$ cat config.mk
export PLATFORM = sky130hd
export DESIGN_NAME = rvarb2_pipe_ctl
export DESIGN_NICKNAME = d
export VERILOG_FILES = /design/src/rtl/rvarb_pkg.sv /design/src/rtl/rvarb2_stage.sv /design/src/rtl/rvarb2_pipe_ctl.sv
export SDC_FILE = /design/constraint.sdc
export NUM_CORES = 1
export LEC_CHECK = 0
export ABC_AREA = 1
export CAP_MARGIN = 20
export CORE_MARGIN = 2
export CORE_UTILIZATION = 34
export CTS_CLUSTER_DIAMETER = 100
export CTS_CLUSTER_SIZE = 12
export DETAILED_ROUTE_END_ITERATION = 8
export HOLD_SLACK_MARGIN = 0.15
export PLACE_DENSITY = 0.76
export SETUP_SLACK_MARGIN = 0.2
export SKIP_LAST_GASP = 1
export SLEW_MARGIN = 20
export SYNTH_ARGS = -nofsm -noshare
export SYNTH_HDL_FRONTEND = slang
export SYNTH_SLANG_ARGS = --single-unit
$ cat constraint.sdc
create_clock -name clk -period 1.9 [get_ports clk]
set_input_delay 0.57 -clock clk [delete_from_list [all_inputs] [get_ports clk]]
set_output_delay 0.57 -clock clk [all_outputs]
set_load 0.05 [all_outputs]
$ cat src/rtl/rvarb_pkg.sv
// Shared types and constants for the two-requester packet arbiter.
package rvarb_pkg;

    typedef enum logic [1:0] {
        IDLE  = 2'd0,
        LOCK0 = 2'd1,
        LOCK1 = 2'd2
    } arb_state_e;

    localparam logic ARB_REQ0 = 1'b0;
    localparam logic ARB_REQ1 = 1'b1;

    localparam int RVARB_WIDTH = 38;

endpackage

$ cat src/rtl/rvarb2_stage.sv
// Enabled pipeline register with asynchronous active-low clear.
module rvarb2_stage #(
    parameter int W = 40
) (
    input  logic         clk,
    input  logic         rst_l,
    input  logic         en,
    input  logic [W-1:0] d,
    output logic [W-1:0] q
);

    always_ff @(posedge clk or negedge rst_l) begin
        if (!rst_l) begin
            q <= '0;
        end else if (en) begin
            q <= d;
        end
    end

endmodule

$ cat src/rtl/rvarb2_pipe_ctl.sv
// Packet-atomic round-robin arbiter for two producers into one
// shared pipeline stage.
module rvarb2_pipe_ctl
    import rvarb_pkg::*;
#(
    parameter int WIDTH = RVARB_WIDTH
) (
    input  logic             clk,
    input  logic             rst_l,
    input  logic             req0_valid,
    input  logic [WIDTH-1:0] req0_data,
    input  logic             req0_last,
    output logic             req0_ready,
    input  logic             req1_valid,
    input  logic [WIDTH-1:0] req1_data,
    input  logic             req1_last,
    output logic             req1_ready,
    output logic             out_valid,
    output logic [WIDTH-1:0] out_data,
    output logic             out_src,
    output logic             out_last,
    input  logic             out_ready,
    output logic             busy
);

    arb_state_e       state;
    logic             rr_ptr;
    logic             load_en;
    logic             gnt_vld;
    logic             gnt_id;
    logic             accept;
    logic             acc_id;
    logic             acc_last;
    logic [WIDTH-1:0] acc_data;

    assign load_en = ~out_valid | out_ready;

    // A locked packet owner keeps the grant even while it bubbles.
    always_comb begin
        gnt_vld = 1'b0;
        gnt_id  = ARB_REQ0;
        case (state)
            LOCK0: begin
                gnt_vld = 1'b1;
                gnt_id  = ARB_REQ0;
            end
            LOCK1: begin
                gnt_vld = 1'b1;
                gnt_id  = ARB_REQ1;
            end
            default: begin
                gnt_vld = req0_valid | req1_valid;
                if (req0_valid & req1_valid) begin
                    gnt_id = rr_ptr;
                end else begin
                    gnt_id = req1_valid ? ARB_REQ1 : ARB_REQ0;
                end
            end
        endcase
    end

    assign req0_ready = rst_l & load_en & gnt_vld
                      & (gnt_id == ARB_REQ0) & req0_valid;
    assign req1_ready = rst_l & load_en & gnt_vld
                      & (gnt_id == ARB_REQ1) & req1_valid;

    assign accept   = req0_ready | req1_ready;
    assign acc_id   = req1_ready ? ARB_REQ1 : ARB_REQ0;
    assign acc_last = req1_ready ? req1_last : req0_last;
    assign acc_data = req1_ready ? req1_data : req0_data;

    rvarb2_stage #(
        .W (WIDTH + 2)
    ) u_stage (
        .clk   (clk),
        .rst_l (rst_l),
        .en    (accept),
        .d     ({acc_data, acc_last, acc_id}),
        .q     ({out_data, out_last, out_src})
    );

    always_ff @(posedge clk or negedge rst_l) begin
        if (!rst_l) begin
            state     <= IDLE;
            rr_ptr    <= ARB_REQ0;
            out_valid <= 1'b0;
        end else begin
            if (accept) begin
                out_valid <= 1'b1;
                if (acc_last) begin
                    state  <= IDLE;
                    rr_ptr <= ~acc_id;
                end else begin
                    state <= acc_id ? LOCK1 : LOCK0;
                end
            end else if (out_ready) begin
                out_valid <= 1'b0;
            end
        end
    end

    assign busy = (state != IDLE) | out_valid;

`ifndef SYNTHESIS
    a_one_ready : assert property (@(posedge clk) disable iff (!rst_l)
        !(req0_ready && req1_ready));
    a_hold_data : assert property (@(posedge clk) disable iff (!rst_l)
        (out_valid && !out_ready) |=> $stable(out_data));
    a_lock_gnt : assert property (@(posedge clk) disable iff (!rst_l)
        !((state == LOCK0) && req1_ready) && !((state == LOCK1) && req0_ready));
`endif

endmodule

==> run_summary.xml <==
<?xml version="1.0" encoding="UTF-8"?>
<metrics>
  <group name="timing">
    <metric name="post-route-min-period" unit="ns">2.06</metric>
    <metric name="hold_viol_final" unit="">0</metric>
    <metric name="skew" unit="ns">0.00933</metric>
    <metric name="tightestPinTransition" unit="ns">0.544</metric>
    <metric name="max_freq" unit="GHz">0.486</metric>
    <metric name="postLayoutSetupSlackWorst" unit="ns">-0.156</metric>
    <metric name="ratio_of_final_minimum_period_to_clock_period" unit="%">108</metric>
    <metric name="slew_viol_final" unit="">0</metric>
    <metric name="maxSlewHeadroom" unit="%">63.7</metric>
    <metric name="finalSetupViolCount" unit="">2</metric>
    <metric name="setup-tns-final" unit="ns">-0.297</metric>
    <metric name="grt_setup_unrepaired" unit="">true</metric>
  </group>
  <group name="place">
    <metric name="placedInstanceArea" unit="sq um">3430</metric>
    <metric name="gp_congestion" unit="">0.736</metric>
    <metric name="hpwlAfterDp" unit="mm">4.56</metric>
    <metric name="port-buffer-count" unit="">126</metric>
  </group>
  <group name="drt">
    <metric name="routedWlPerCell" unit="microns">13.8</metric>
    <metric name="drc" unit="">0</metric>
    <metric name="drt_first_iter_violations" unit="">68</metric>
    <metric name="drt_via_density" unit="">4.95</metric>
    <metric name="ant_nets" unit="">0</metric>
    <metric name="dr_total_vias" unit="">2326</metric>
    <metric name="detail_route.wirelength" unit="mm">6.49</metric>
    <metric name="first_pass_iters" unit="">4</metric>
  </group>
  <group name="synth">
    <metric name="synthDistinctLibCells" unit="">17</metric>
    <metric name="proportion_of_synthesized_chip_area_in_sequential_cells" unit="%">50.6</metric>
    <metric name="yosysWarningCount" unit="">0</metric>
    <metric name="mappedNetlistArea" unit="sq um">2180</metric>
    <metric name="syn_avg_cell_area" unit="sq um">8.54</metric>
    <metric name="synthesis.nets" unit="">340</metric>
    <metric name="synth_cells" unit="">255</metric>
    <metric name="total_of_flip_flops_plus_latches_after_synthesis" unit="">44</metric>
  </group>
  <group name="final_layout">
    <metric name="final_antenna_diode_count" unit="">0</metric>
    <metric name="drive_above_1_share" unit="%">24.7</metric>
    <metric name="commonest_cells_after_routing_fill_and_taps_aside" unit="">106 x sky130_fd_sc_hd__nand3_1, 78 x sky130_fd_sc_hd__clkdlybuf4s50_1, 57 x sky130_fd_sc_hd__nand2_1, 57 x sky130_fd_sc_hd__buf_4, 43 x sky130_fd_sc_hd__dfrtp_1</metric>
    <metric name="n_fill_cell" unit="">576</metric>
    <metric name="mostFrequentLayoutCell" unit="">sky130_fd_sc_hd__nand3_1</metric>
    <metric name="final_cell_area" unit="sq um">3680</metric>
    <metric name="area.growth.synth_to_final" unit="%">69.1</metric>
    <metric name="flip_flop_and_latch_area" unit="sq um">1100</metric>
    <metric name="multi_input_area" unit="sq um">935</metric>
    <metric name="nNetsFinal" unit="">477</metric>
  </group>
  <group name="worst_setup_path">
    <metric name="worst-path-max-fanout" unit="">3</metric>
    <metric name="worst_path_max_delay_cell" unit="">sky130_fd_sc_hd__dfrtp_1</metric>
    <metric name="crit_path_cell_trace" unit="">inv_2, ha_4, nand2_4, inv_2, a21oi_2, nand2_4, inv_4, buf_12</metric>
    <metric name="path_delay_family" unit="">flip-flops</metric>
    <metric name="cpPeakStageDelay" unit="ns">0.38</metric>
    <metric name="timing.critical_path.buf_inv" unit="">4</metric>
    <metric name="worst_ep_required_time" unit="ns">1.33</metric>
    <metric name="cp-end-kind" unit="">primary output</metric>
    <metric name="cp_data_arrival_time" unit="ns">1.49</metric>
    <metric name="worst-setup-path-type" unit="">register to primary output</metric>
    <metric name="startpoint_type" unit="">register</metric>
  </group>
  <group name="worst_hold_path">
    <metric name="worstHoldPathType" unit="">input pin to asynchronous set/reset pin</metric>
  </group>
  <group name="clocking">
    <metric name="clk_pin_slew_worst_paths" unit="ns">0.08</metric>
    <metric name="cts.path.max_buffers" unit="">2</metric>
    <metric name="cts.sink_count" unit="">44</metric>
    <metric name="clock_latency" unit="ns">0.29</metric>
    <metric name="cts_inserted_buffers" unit="">5</metric>
    <metric name="tritoncts" unit="">built</metric>
    <metric name="htree_num_levels" unit="">2</metric>
    <metric name="post_cts_hold_buffer_count" unit="">0</metric>
    <metric name="root_buffer" unit="">sky130_fd_sc_hd__clkbuf_8</metric>
  </group>
  <group name="global_routing">
    <metric name="gr_usage_total" unit="%">18.9</metric>
    <metric name="wire_length_of_the_first_global_routing_pass" unit="mm">11.0</metric>
    <metric name="antenna_violations_before_repair" unit="">0</metric>
    <metric name="first_global_vias" unit="">2447</metric>
    <metric name="globalRouteOverflowTotal" unit="">0</metric>
    <metric name="grt_max_degree" unit="">45</metric>
  </group>
  <group name="floorplan">
    <metric name="floorplan.die_area" unit="sq um">7060</metric>
    <metric name="core" unit="sq um">6280</metric>
    <metric name="floorplan.initialDensity" unit="%">34.7</metric>
    <metric name="chipHeight" unit="microns">84.0</metric>
    <metric name="fp.dieW" unit="microns">84.0</metric>
    <metric name="top_level_ports" unit="">127</metric>
    <metric name="rows" unit="">29</metric>
  </group>
  <group name="power">
    <metric name="swShare" unit="%">50.5</metric>
    <metric name="logic_gate_share_of_total_power" unit="%">63.9</metric>
    <metric name="sequentialPowerShare" unit="%">26.5</metric>
    <metric name="power.leakage" unit="nW">1.76</metric>
    <metric name="power_report.internal_total" unit="mW">3.06</metric>
    <metric name="switchingPower" unit="mW">3.11</metric>
    <metric name="power.clock.fraction" unit="%">9.6</metric>
    <metric name="power.density_cell_area" unit="nW/um^2">1680</metric>
    <metric name="irDropWorstVdd" unit="mV">0.942</metric>
  </group>
  <group name="status">
    <metric name="violations" unit="">negative setup slack</metric>
    <metric name="outcome" unit="">finished, violations left</metric>
  </group>
  <group name="flow_run">
    <metric name="drv.max_cap_violation_count" unit="">0</metric>
  </group>
</metrics>
-- path summary, 6_finish.rpt --
check                         start             to  slack, ns  depth (start not counted)
setup / recovery           state[0]     req0_ready      -0.16                          8
hold / removal                rst_l  u_stage.q[12]       0.41                          2
setup reg to reg           state[0]  u_stage.q[37]       0.15                         10
hold reg to reg              rr_ptr         rr_ptr       0.49                          2
max in group asynchronous     rst_l      out_valid       1.09                          2
min in group clk             rr_ptr         rr_ptr       0.49                          2
-- registers in the layout, summed over array words and instances, names as in the netlist --
| name | flops |
|---|---|
| out_valid | 1 |
| rr_ptr | 1 |
| state | 2 |
| u_stage.q | 40 |
-- repair_timing --
item,CTS,global route
resized for setup,17,4
buffers inserted,7,3
pin swaps,8,3
endpoints found under the setup margin,45,45
cloned,1,0
-- layout make-up --
| type | instances | share of cell area (%) |
|---|---|---|
| flip-flops and latches | 44 | 29.9 |
| clock buffers | 8 | 2.45 |
| inverters | 10 | 1.16 |
| well taps | 77 | 2.62 |
| repair buffers | 149 | 38.5 |
| multi-input cells | 182 | 25.4 |
-- power groups by stage --
stage | Sequential, mW | Combinational [mW] | Clock (mW)
3_5_place_dp | 1.65 | 3.75 | 0
5_1_grt | 1.69 | 4.17 | 0.657
6_report | 1.63 | 3.95 | 0.593
4_1_cts | 1.64 | 3.87 | 0.606
2_1_floorplan | 3.07 | 1.13 | 0
3_3_place_gp | 1.63 | 3.71 | 0
-- metal layers --
metal	vias up	GRT usage, %	part of all wire [%]
met5	-	0	0
met3	9	5.54	5.6
li1	1129	-	-
met2	79	32.7	52
met4	0	6.16	1.4
met1	1109	22.5	41
-- through the flow --
step	hold slack [ns]	power [mW]	util [%]	setup WS [ns]	cells
after floorplan	0.274	4.20	-	0.130	255
after global placement	0.459	5.34	54.6	-0.264	451
after detailed placement	0.484	5.40	54.6	-0.290	451
after CTS	0.422	6.11	58.0	-0.171	467
after global routing	0.458	6.52	58.7	-0.244	470
final	0.410	6.17	58.7	-0.156	470
-- synth_stat cells --
cell	instances	area, sq um
sky130_fd_sc_hd__nand2_2	5	31.3
sky130_fd_sc_hd__nand2_1	60	225
sky130_fd_sc_hd__buf_4	6	45.0
sky130_fd_sc_hd__buf_2	8	40.0
sky130_fd_sc_hd__nor2_2	1	6.26
sky130_fd_sc_hd__nor2_4	2	22.5
sky130_fd_sc_hd__o22ai_1	2	12.5
sky130_fd_sc_hd__buf_6	5	56.3
sky130_fd_sc_hd__a21oi_2	1	8.76
sky130_fd_sc_hd__ha_1	2	25.0
sky130_fd_sc_hd__nand3_1	106	531
sky130_fd_sc_hd__inv_1	6	22.5
sky130_fd_sc_hd__inv_2	3	11.3
sky130_fd_sc_hd__nand3_2	1	10.0
sky130_fd_sc_hd__nand2_4	2	22.5
sky130_fd_sc_hd__dfrtp_1	44	1100
sky130_fd_sc_hd__inv_4	1	6.26
-- kinds of logic after synthesis --
| logic type | Yosys count | synth area share, % |
|---|---|---|
| buffers and inverters | 29 | 8.33 |
| DFF | 44 | 50.6 |
| adders and majority gates | 2 | 1.15 |
| AOI/OAI and AO/OA | 3 | 0.977 |
| and+or+nand+nor | 177 | 39.0 |
-- worst register-to-register path: stages (launching register included) --
cell and delay, ns:
sky130_fd_sc_hd__dfrtp_1 0.38, sky130_fd_sc_hd__inv_2 0.09, sky130_fd_sc_hd__ha_4 0.22, sky130_fd_sc_hd__nand2_4 0.06, sky130_fd_sc_hd__inv_2 0.03, sky130_fd_sc_hd__a21oi_2 0.14, sky130_fd_sc_hd__nand2_4 0.08, sky130_fd_sc_hd__buf_4 0.23
sky130_fd_sc_hd__buf_4 0.24, sky130_fd_sc_hd__nand3_1 0.09, sky130_fd_sc_hd__nand3_1 0.07
Note: power is estimated with default switching activity, not from simulation.
